--- config.mk ---
export PLATFORM = sky130hd
export DESIGN_NAME = pwm_capture
export DESIGN_NICKNAME = d
export VERILOG_FILES = /design/src/rtl/pwm_capture_pkg.sv /design/src/rtl/sync_glitch_filter.sv /design/src/rtl/pwm_capture.sv
export SDC_FILE = /design/constraint.sdc
export NUM_CORES = 1
export LEC_CHECK = 0
export CORE_MARGIN = 1.5
export CORE_UTILIZATION = 54
export DETAILED_ROUTE_END_ITERATION = 8
export GPL_TIMING_DRIVEN = 0
export PLACE_DENSITY = 0.76
export REMOVE_ABC_BUFFERS = 1
export SYNTH_ARGS = -nofsm -noshare
export SYNTH_HDL_FRONTEND = slang
export SYNTH_SLANG_ARGS = --single-unit
--- constraint.sdc ---
create_clock -name clk -period 2.45 [get_ports clk]
set_clock_uncertainty 0.1 [all_clocks]
set_input_delay 0.49 -clock clk [delete_from_list [all_inputs] [get_ports clk]]
set_output_delay 0.49 -clock clk [all_outputs]
set_load 0.01 [all_outputs]
--- src/rtl/pwm_capture_pkg.sv ---
// Shared PWM definitions: default sample width, window length derivation and the
// saturating count helper used by both the PWM output and capture blocks.
package pwm_capture_pkg;

  localparam int unsigned PwmBitsDefault = 10;

  function automatic int unsigned pwm_window_len(int unsigned bits);
    return 32'd1 << bits;
  endfunction

  // Clamp a window total to the largest representable sample (N-1).
  function automatic int unsigned sat_count(int unsigned total, int unsigned bits);
    int unsigned max_val;
    max_val = pwm_window_len(bits) - 1;
    return (total > max_val) ? max_val : total;
  endfunction

endpackage

--- src/rtl/sync_glitch_filter.sv ---
// Input synchroniser followed by a run-length glitch filter; pwm_in to filt
// latency is SYNC_STAGES + FILT_LEN cycles.
module sync_glitch_filter #(
  parameter int unsigned SYNC_STAGES = 2,
  parameter int unsigned FILT_LEN    = 3
) (
  input  logic clk,
  input  logic rst_n,
  input  logic din,
  output logic filt
);

  // Synchroniser flops followed by FILT_LEN-1 history flops in one shift chain.
  localparam int unsigned Depth = SYNC_STAGES + FILT_LEN - 1;

  logic [Depth-1:0]    shift_q;
  logic [FILT_LEN-1:0] run;
  logic                filt_d, filt_q;

  always_ff @(posedge clk or negedge rst_n) begin
    if (!rst_n) begin
      shift_q <= '0;
      filt_q  <= 1'b0;
    end else begin
      shift_q <= {shift_q[Depth-2:0], din};
      filt_q  <= filt_d;
    end
  end

  // Newest FILT_LEN synchroniser outputs, starting at the last synchroniser stage.
  assign run = shift_q[Depth-1 -: FILT_LEN];

  always_comb begin
    filt_d = filt_q;
    if (&run) begin
      filt_d = 1'b1;
    end else if (~|run) begin
      filt_d = 1'b0;
    end
  end

  assign filt = filt_q;

endmodule

--- src/rtl/pwm_capture.sv ---
// Recovers a PWM_BITS-wide sample from a pulse stream by counting filtered high
// cycles over a free-running 2^PWM_BITS window; samples leave over valid/ready.
module pwm_capture
  import pwm_capture_pkg::*;
#(
  parameter int unsigned PWM_BITS    = PwmBitsDefault,
  parameter int unsigned SYNC_STAGES = 2,
  parameter int unsigned FILT_LEN    = 3
) (
  input  logic                clk,
  input  logic                rst_n,
  input  logic                pwm_in,
  input  logic                enable,
  output logic [PWM_BITS-1:0] adc_val,
  output logic                val_valid,
  input  logic                val_ready,
  output logic                overrun,
  input  logic                ovr_clr
);

  localparam int unsigned N = pwm_window_len(PWM_BITS);
  localparam logic [PWM_BITS-1:0] WinLast = PWM_BITS'(N - 1);

  logic                filt;
  logic [PWM_BITS-1:0] win_cnt_d, win_cnt_q;
  logic [PWM_BITS:0]   acc_d, acc_q, total;
  logic [PWM_BITS-1:0] adc_val_d, adc_val_q;
  logic                val_valid_d, val_valid_q;
  logic                overrun_d, overrun_q;
  logic                load, xfer;

  sync_glitch_filter #(
    .SYNC_STAGES(SYNC_STAGES),
    .FILT_LEN   (FILT_LEN)
  ) u_filter (
    .clk  (clk),
    .rst_n(rst_n),
    .din  (pwm_in),
    .filt (filt)
  );

  always_comb begin
    win_cnt_d   = win_cnt_q;
    acc_d       = acc_q;
    adc_val_d   = adc_val_q;
    val_valid_d = val_valid_q;
    overrun_d   = overrun_q;

    total = acc_q + (PWM_BITS + 1)'(filt);
    load  = enable && (win_cnt_q == WinLast);
    xfer  = val_valid_q && val_ready;

    if (!enable) begin
      win_cnt_d = '0;
      acc_d     = '0;
    end else begin
      win_cnt_d = win_cnt_q + PWM_BITS'(1);
      acc_d     = load ? '0 : total;
    end

    if (load) begin
      adc_val_d   = PWM_BITS'(sat_count(32'(total), PWM_BITS));
      val_valid_d = 1'b1;
    end else if (xfer) begin
      val_valid_d = 1'b0;
    end

    // A simultaneous transfer frees the slot, so only an untaken sample overruns.
    if (load && val_valid_q && !val_ready) begin
      overrun_d = 1'b1;
    end else if (ovr_clr) begin
      overrun_d = 1'b0;
    end
  end

  always_ff @(posedge clk or negedge rst_n) begin
    if (!rst_n) begin
      win_cnt_q   <= '0;
      acc_q       <= '0;
      adc_val_q   <= '0;
      val_valid_q <= 1'b0;
      overrun_q   <= 1'b0;
    end else begin
      win_cnt_q   <= win_cnt_d;
      acc_q       <= acc_d;
      adc_val_q   <= adc_val_d;
      val_valid_q <= val_valid_d;
      overrun_q   <= overrun_d;
    end
  end

  assign adc_val   = adc_val_q;
  assign val_valid = val_valid_q;
  assign overrun   = overrun_q;

endmodule

### After elaboration in Yosys (flattened, before gate mapping)

Index checks and enable logic that the tools add are counted.

| word-level totals | value |
|---|---|
| bits in registers | 38 |
| word-level logic and storage cells | 31 |
| input port bits | 6 |
| output and inout port bits | 12 |

| cells by class | value |
|---|---|
| equal/unequal tests | 2 |
| reduce and logical (&&, ||, !) cells | 9 |
| magnitude comparators | 1 |
| add/sub/neg operators | 2 |
| muxes and demuxes | 10 |

Operators with widths:

| kind | count |
|---|---|
| $mux 11 | 2 |
| $mux 10 | 2 |
| $add 11x1->11 | 1 |
| $gt 11x10->1 const B | 1 |
| $add 10x1->10 const B | 1 |
| $eq 10x10->1 const B | 1 |
| $mux 1 | 6 |
| $logic_and 1x1->1 | 4 |
| $reduce_bool 2->1 | 2 |
| $reduce_and 3->1 | 1 |
| $reduce_or 3->1 | 1 |
| $ne 2x1->1 const B | 1 |
| $logic_not 1->1 | 1 |

### Longest topological paths before layout

Gate-level depths: netlist (run 1).

| logic depth | value |
|---|---|
| word-level depth | 5 |
| depth in mapped cells | 6 |
| mapped depth without buffers | 6 |

### Modules after synthesis

From an unflattened synthesis (run 1), not the netlist that was laid out.

| second synthesis, totals | value |
|---|---|
| cell total of the unflattened synthesis | 144 |
| area, all modules | 1591.5 µm² |

By module, submodules not included:

| module | seq. area each (µm²) | area each (µm²) | cells each | instances |
|---|---|---|---|---|
| pwm_capture | 825.8 | 1447.6 | 135 | 1 |
| sync_glitch_filter | 125.1 | 143.9 | 9 | 1 |

### Worst setup path after synthesis (run 1)

OpenSTA, ideal clock, no wires.

| path | value |
|---|---|
| path type | register to register |
| from | register u_filter.filt_q, in the netlist u_filter.filt |
| to | register adc_val_q[0], in the netlist adc_val[0] |
| setup time | 0.133 ns |
| setup slack | 0.684 ns |
| buffers on the path | 0 |
| clock period less this slack | 1.766 ns |
| arrival time | 1.533 ns |
| cell stages (with the launch flop) | 7 |
| cell sequence | dfrtp_1 -> ha_1 -> ha_1 -> nand4_1 -> o31a_1 -> nor3_4 -> a21oi_1 |

| on the way | value |
|---|---|
| cells in the longest elaborated chain, start to end | 3 |

RTL lines:

| element | RTL line | RTL |
|---|---|---|
| start: declaration | sync_glitch_filter.sv:18 | `logic filt_d, filt_q;` |
| start signal: assignment | sync_glitch_filter.sv:26 | `filt_q <= filt_d;` |
| $add 11x1->11 (*) | pwm_capture.sv:49 | `total = acc_q + (PWM_BITS + 1)'(filt);` |
| $gt 11x10->1 | pwm_capture_pkg.sv:15 | `return (total > max_val) ? max_val : total;` |
| $mux 10 (*) | pwm_capture_pkg.sv:15 |  |
| end signal: assignment | pwm_capture.sv:86 | `adc_val_q <= adc_val_d;` |
| end: declaration | pwm_capture.sv:27 | `logic [PWM_BITS-1:0] adc_val_d, adc_val_q;` |

Every way passes the cells marked *; elsewhere a longest branch is shown, timed or not.
A chain may end at the register's enable or synchronous reset.

### Final worst setup path (run 1)

| path | value |
|---|---|
| from | input port enable |
| to | register adc_val_q[5], in the netlist adc_val[5] |

| on the way | value |
|---|---|
| cells in the longest elaborated chain, start to end | 1 |

RTL lines:

| element | RTL line | RTL |
|---|---|---|
| start: declaration | pwm_capture.sv:13 | `input logic enable,` |
| $logic_and 1x1->1 | pwm_capture.sv:50 | `load = enable && (win_cnt_q == WinLast);` |

No other way between the ends.

==> results of run 1 <==
[per-layer routing]
| layer | vias up | track usage, % | routed length [um] |
|---|---|---|---|
| met4 | 0 | 7.64 | 41 |
| met1 | 533 | 25.6 | 1230 |
| met5 | - | 0 | 0 |
| met3 | 5 | 7.03 | 104 |
| met2 | 15 | 31.2 | 1340 |
| li1 | 534 | - | - |
[worst max-delay path: stages]
cell	delay [ns]
clkdlybuf4s50_1	0.65
nand4_1	0.18
or3_4	0.39
nor3_4	0.41
a21oi_1	0.13
[how the worst max path moves through the flow]
stage	start	endpoint	slack, ns	depth (start not counted)
floorplan	u_filter.filt	adc_val[0]	0.68	6
global placement	enable	adc_val[1]	-0.05	5
detailed placement	enable	adc_val[5]	-0.08	5
CTS	enable	adc_val[5]	0.26	5
global route	enable	adc_val[7]	0.12	5
finish	enable	adc_val[5]	0.32	5
[logic make-up (layout without fill, tap and decap cells)]
group,Yosys count,after routing,share of synthesized area [%]
AO/OA/AOI/OAI,21,21,7.41
adder cells (fa/ha/maj),3,3,2.36
buffers and inverters,7,30,1.73
flip-flops,38,38,59.9
XOR/XNOR,13,13,7.17
AND/OR/NAND/NOR,62,62,21.4
[report_power, final]
part	internal (mW)	switching (mW)
logic	0.0233	0.0379
clock network	0.319	0.215
registers	0.644	0.0137
total	0.986	0.266
[cells in the mapped netlist, drive strengths merged (3+ instances only)]
cell type and n:
nand4 5, inv 5, nand3 7, nand2 7, xor2 6, ha 3, or3 4, o21ai 5
xnor2 7, nor2 23, dfrtp 38, a21oi 11, a21boi 3, and2 6, nor3 5
[area by class of cell]
cell class | instances | area, um^2 | share of cell area (%)
clock buffers | 5 | 37.5 | 1.99
clock inverters | 3 | 68.8 | 3.64
inverters | 5 | 18.8 | 0.993
multi-input cells | 99 | 609 | 32.3
flip-flops and latches | 38 | 951 | 50.3
well taps | 31 | 38.8 | 2.05
repair buffers | 17 | 165 | 8.74
[state kept, by name (all words and copies together) (netlist names)]
signal / flops
acc_q: 11
adc_val: 10
overrun: 1
u_filter.filt: 1
u_filter.shift_q: 4
val_valid: 1
win_cnt_q: 10
[cells in the final DEF (no fill, tap or decap), types with 2 or more instances in the layout]
cell             Yosys  routed
nor2_1              23      23
a21oi_1             11      11
dfrtp_1             38      38
bufinv_16            0       2
and2_1               6       6
clkbuf_4             0       5
a21boi_0             3       3
nand4_1              4       4
or3_2                2       2
nor3_1               3       3
o21ai_0              5       5
inv_1                5       5
xor2_1               6       6
nand2_1              7       7
nand3_1              7       7
clkdlybuf4s50_1      0      16
xnor2_1              7       7
ha_1                 3       3
==> flow_summary.toml, run 1 <==
[setup_path]
crit_fanout = 12
cp.arrival_ns = 2.26
cp-end-kind = "flip-flop"
crit_type = "input pin to flip-flop"
required_ns = 2.58
worstReg2RegEnd = "adc_val[5]"
r2r-start = "u_filter.filt"
rrSetupSlack_ns = 0.40
worst_r2r_path_depth = 6
critPathLaunchType = "input pin"

[global_routing]
grt_pass1_wl_um = 4890
grt_pass1_vias = 1114
antenna_found_initial = 0
grt_max_degree = 39
grt_overflow = 0
track_usage_pct = 19.9

[die]
ios = 18
fp-row-count = 19
core_area_um2 = 2780
die_h_um = 57.2
die_w_um = 57.2
initial_core_util_pct = 57.1
dieArea_um2 = 3270

[timing]
layout_min_cycle_time_ns = 2.13
hold_ws_ns = 0.105
timing.slew.headroom_pct = 47.2
post-route-period-util_pct = 87.0
finalHoldViolCount = 0
worst_pin_slew_ns = 0.792
report.final.slew_viol_count = 0
fmax_ghz = 0.469
grt_setup_unrepaired = "false"
finalSetupTns_ns = 0
setup_ws_ns = 0.318
setup_viol = 0

[synth]
synthCells = 144
synth_top_cell_area_share_pct = 59.9
netlist_area_um2 = 1590
synth_edf_count = 0
ys_seq_area_share_pct = 59.9
yosys.area.top_type = "dfrtp_1"
yosys.cell_types.count = 29
synth_top_cells_by_area = "dfrtp_1, nor2_1, xnor2_1, a21oi_1, xor2_1"
ys_ff_latch = 38
syn_avg_cell_area_um2 = 11.0
synth_ff_type = "dfrtp_1"
ys_async_sr_fraction_pct = 100
yosysWarnings = 0

[outcome]
status = "finished clean"

[placement]
dp_cells = 190
dp_hpwl_um = 1870
place_area_um2 = 1780
place_congestion = 0.725
place_ws_ns = -0.0843
port_buffers = 17

[pwr]
total_power_mw = 1.25
p_leak_nw = 0.852
powerDensity_nw_per_um2 = 663
ir_worst_vdd_uv = 607

[clocking]
cts_root_buf = "clkbuf_4"
cts_resized = 0
cts_setup_buffers = 0
cts.path.max_buffers = 2
clk_latency_ns = 0.35
cts_sinks = 38
numCtsBuffers = 5
clk_pin_slew_ns = 0.12
cts_tree = "done"
ctsHoldBuffers = 0
htreeDepth = 2

[cells_and_area]
synthToLayoutAreaGrowth_pct = 19.0
drive_gt1_share_pct = 9.58
nFillCells = 240
fin_area_um2 = 1890
num_antenna_cells = 0
fin_nets = 175
fin_cells = 198
finish.utilization_pct = 67.9

[detailed_routing]
first_iter_violations = 24
vias = 1087
first_pass_iters = 4
routedWlPerCell_um = 13.7
ant_nets = 0
drc = 0
vias_per_cell = 5.49
drt_wl_total_um = 2710

[run]
max_cap_viol_count = 0

[min_path]
min-delay-path-class = "input pin to async pin"
No activity file was read; power rests on OpenSTA's default activity.
==> run 2: changes to the inputs <==
Settings changed: SYNTH_HIERARCHICAL from default to 1.
==> flow_summary.toml, run 2 <==
[outcome]
status = "finished clean"

[run]
max_cap_viol_count = 0

[synth]
ys_ff_latch = 38
synth_common_cells = "dfrtp_1, nor2_1, a21oi_1"
yosys.cell_count.top_type = "dfrtp_1"
ys_async_sr_fraction_pct = 100
yosys.cell_types.count = 30
synth_edf_count = 0
synth_top_cells_by_area = "dfrtp_1, nor2_1, xnor2_1, a21oi_1, xor2_1"
synth_ff_type = "dfrtp_1"
synth_top_cell_area_share_pct = 59.7
syn_avg_cell_area_um2 = 11.1
ys_seq_area_share_pct = 59.7
yosys.area.top_type = "dfrtp_1"
synthCells = 144
yosysWarnings = 6
netlist_area_um2 = 1590

[detailed_routing]
vias = 1091
first_pass_iters = 4
routedWlPerCell_um = 13.3
first_iter_violations = 39
drc = 0
drt_wl_total_um = 2640
vias_per_cell = 5.51
ant_nets = 0

[placement]
dp_hpwl_um = 1810
port_buffers = 17
place_congestion = 0.762
place_ws_ns = -0.147
place_area_um2 = 1790
dp_cells = 190

[die]
dieArea_um2 = 3280
fp-row-count = 19
die_h_um = 57.3
core_area_um2 = 2780
ios = 18
initial_core_util_pct = 57.2
die_w_um = 57.3

[clocking]
numCtsBuffers = 5
cts_sinks = 38
cts.path.max_buffers = 2
cts_setup_buffers = 0
cts_resized = 0
htreeDepth = 2
clk_pin_slew_ns = 0.11
cts_tree = "done"
cts_root_buf = "clkbuf_4"
ctsHoldBuffers = 0
clk_latency_ns = 0.35

[setup_path]
crit_fanout = 12
cp.arrival_ns = 2.35
required_ns = 2.57
crit_type = "input pin to flip-flop"
critPathLaunchType = "input pin"
cp-end-kind = "flip-flop"

[cells_and_area]
final_cell_mix = "dfrtp_1, nor2_1, clkdlybuf4s50_1, a21oi_1, nand2_1"
synthToLayoutAreaGrowth_pct = 17.1
fin_cells = 198
regMostFlops = "acc_q"
drive_gt1_share_pct = 9.58
fin_nets = 175
nFillCells = 226
finish.utilization_pct = 67.0
num_antenna_cells = 0
fin_area_um2 = 1860
largest_reg_flops = 11
mostFrequentLayoutCell = "dfrtp_1"

[timing]
setup_ws_ns = 0.226
finalSetupTns_ns = 0
worst_pin_slew_ns = 0.805
timing.slew.headroom_pct = 46.3
setup_viol = 0
finalHoldViolCount = 0
fmax_ghz = 0.450
report.final.slew_viol_count = 0
hold_ws_ns = 0.116
layout_min_cycle_time_ns = 2.22
grt_setup_unrepaired = "false"
post-route-period-util_pct = 90.8

[pwr]
total_power_mw = 1.13
ir_worst_vdd_uv = 496
p_leak_nw = 0.850
powerDensity_nw_per_um2 = 607

[global_routing]
grt_pass1_vias = 1096
track_usage_pct = 19.8
grt_max_degree = 39
grt_pass1_wl_um = 4780
grt_overflow = 0
antenna_found_initial = 0

[min_path]
min-delay-path-class = "input pin to async pin"
==> run 2: changes by cell type after synthesis, sizes merged <==
cell / delta
nor2: -1
nand2: +1
and4: +1
o31a: -1
nor3b: +1
nor2b: +1
a31oi: +1
nand4: -1
nor3: -2
==> run 2: final timing paths <==
| check | slack, ns | start | cells past startpoint | endpoint |
|---|---|---|---|---|
| min in group clk | 0.27 | u_filter/shift_q[0] | 0 | u_filter/shift_q[1] |
| min reg2reg | 0.27 | u_filter/shift_q[0] | 0 | u_filter/shift_q[1] |
| min | 0.12 | rst_n | 1 | adc_val[7] |
| max reg2reg | 0.33 | u_filter/filt | 6 | adc_val[6] |
| max | 0.23 | enable | 5 | adc_val[6] |
| max in group asynchronous | 1.62 | rst_n | 1 | win_cnt_q[5] |
==> run 2: cells by family (layout without fill, tap and decap cells) <==
group                      after synthesis  in the layout  synth area share (%)
buffers and inverters                    7             30                  1.73
and+or+nand+nor                         62             62                  21.8
xor gates and xnor gates                13             13                  7.15
AOI/OAI and AO/OA                       21             21                  7.23
DFF                                     38             38                  59.7
adders and majority gates                3              3                  2.36
==> run 2: routing by layer <==
metal  global-route usage (%)  part of all wire [%]  vias up
li1                         -                     -      535
met1                     24.4                    47      526
met2                     30.7                    46       22
met3                     4.99                   4.1        8
met4                     13.6                   3.0        0
met5                        0                     0        -
==> run 2: critical path, stage by stage <==
cell and delay (ns):
clkdlybuf4s50_1 0.66, nand4_1 0.18, or3_4 0.40, nor3b_4 0.47, a21oi_1 0.14
==> run 2: layout make-up <==
class,instances,area [um^2],share of cell area (%)
Inverter,5,18.8,1.01
Multi-Input combinational cell,99,613,32.9
Tap cell,31,38.8,2.08
Sequential cell,38,951,51.0
Timing Repair Buffer,17,165,8.86
Clock inverter,3,40.0,2.15
Clock buffer,5,37.5,2.01
==> run 2: report_power, final <==
group	switching (mW)	total, mW	internal [mW]
Sequential	0.0130	0.657	0.644
Clock	0.205	0.416	0.211
Combinational	0.0363	0.0592	0.0229
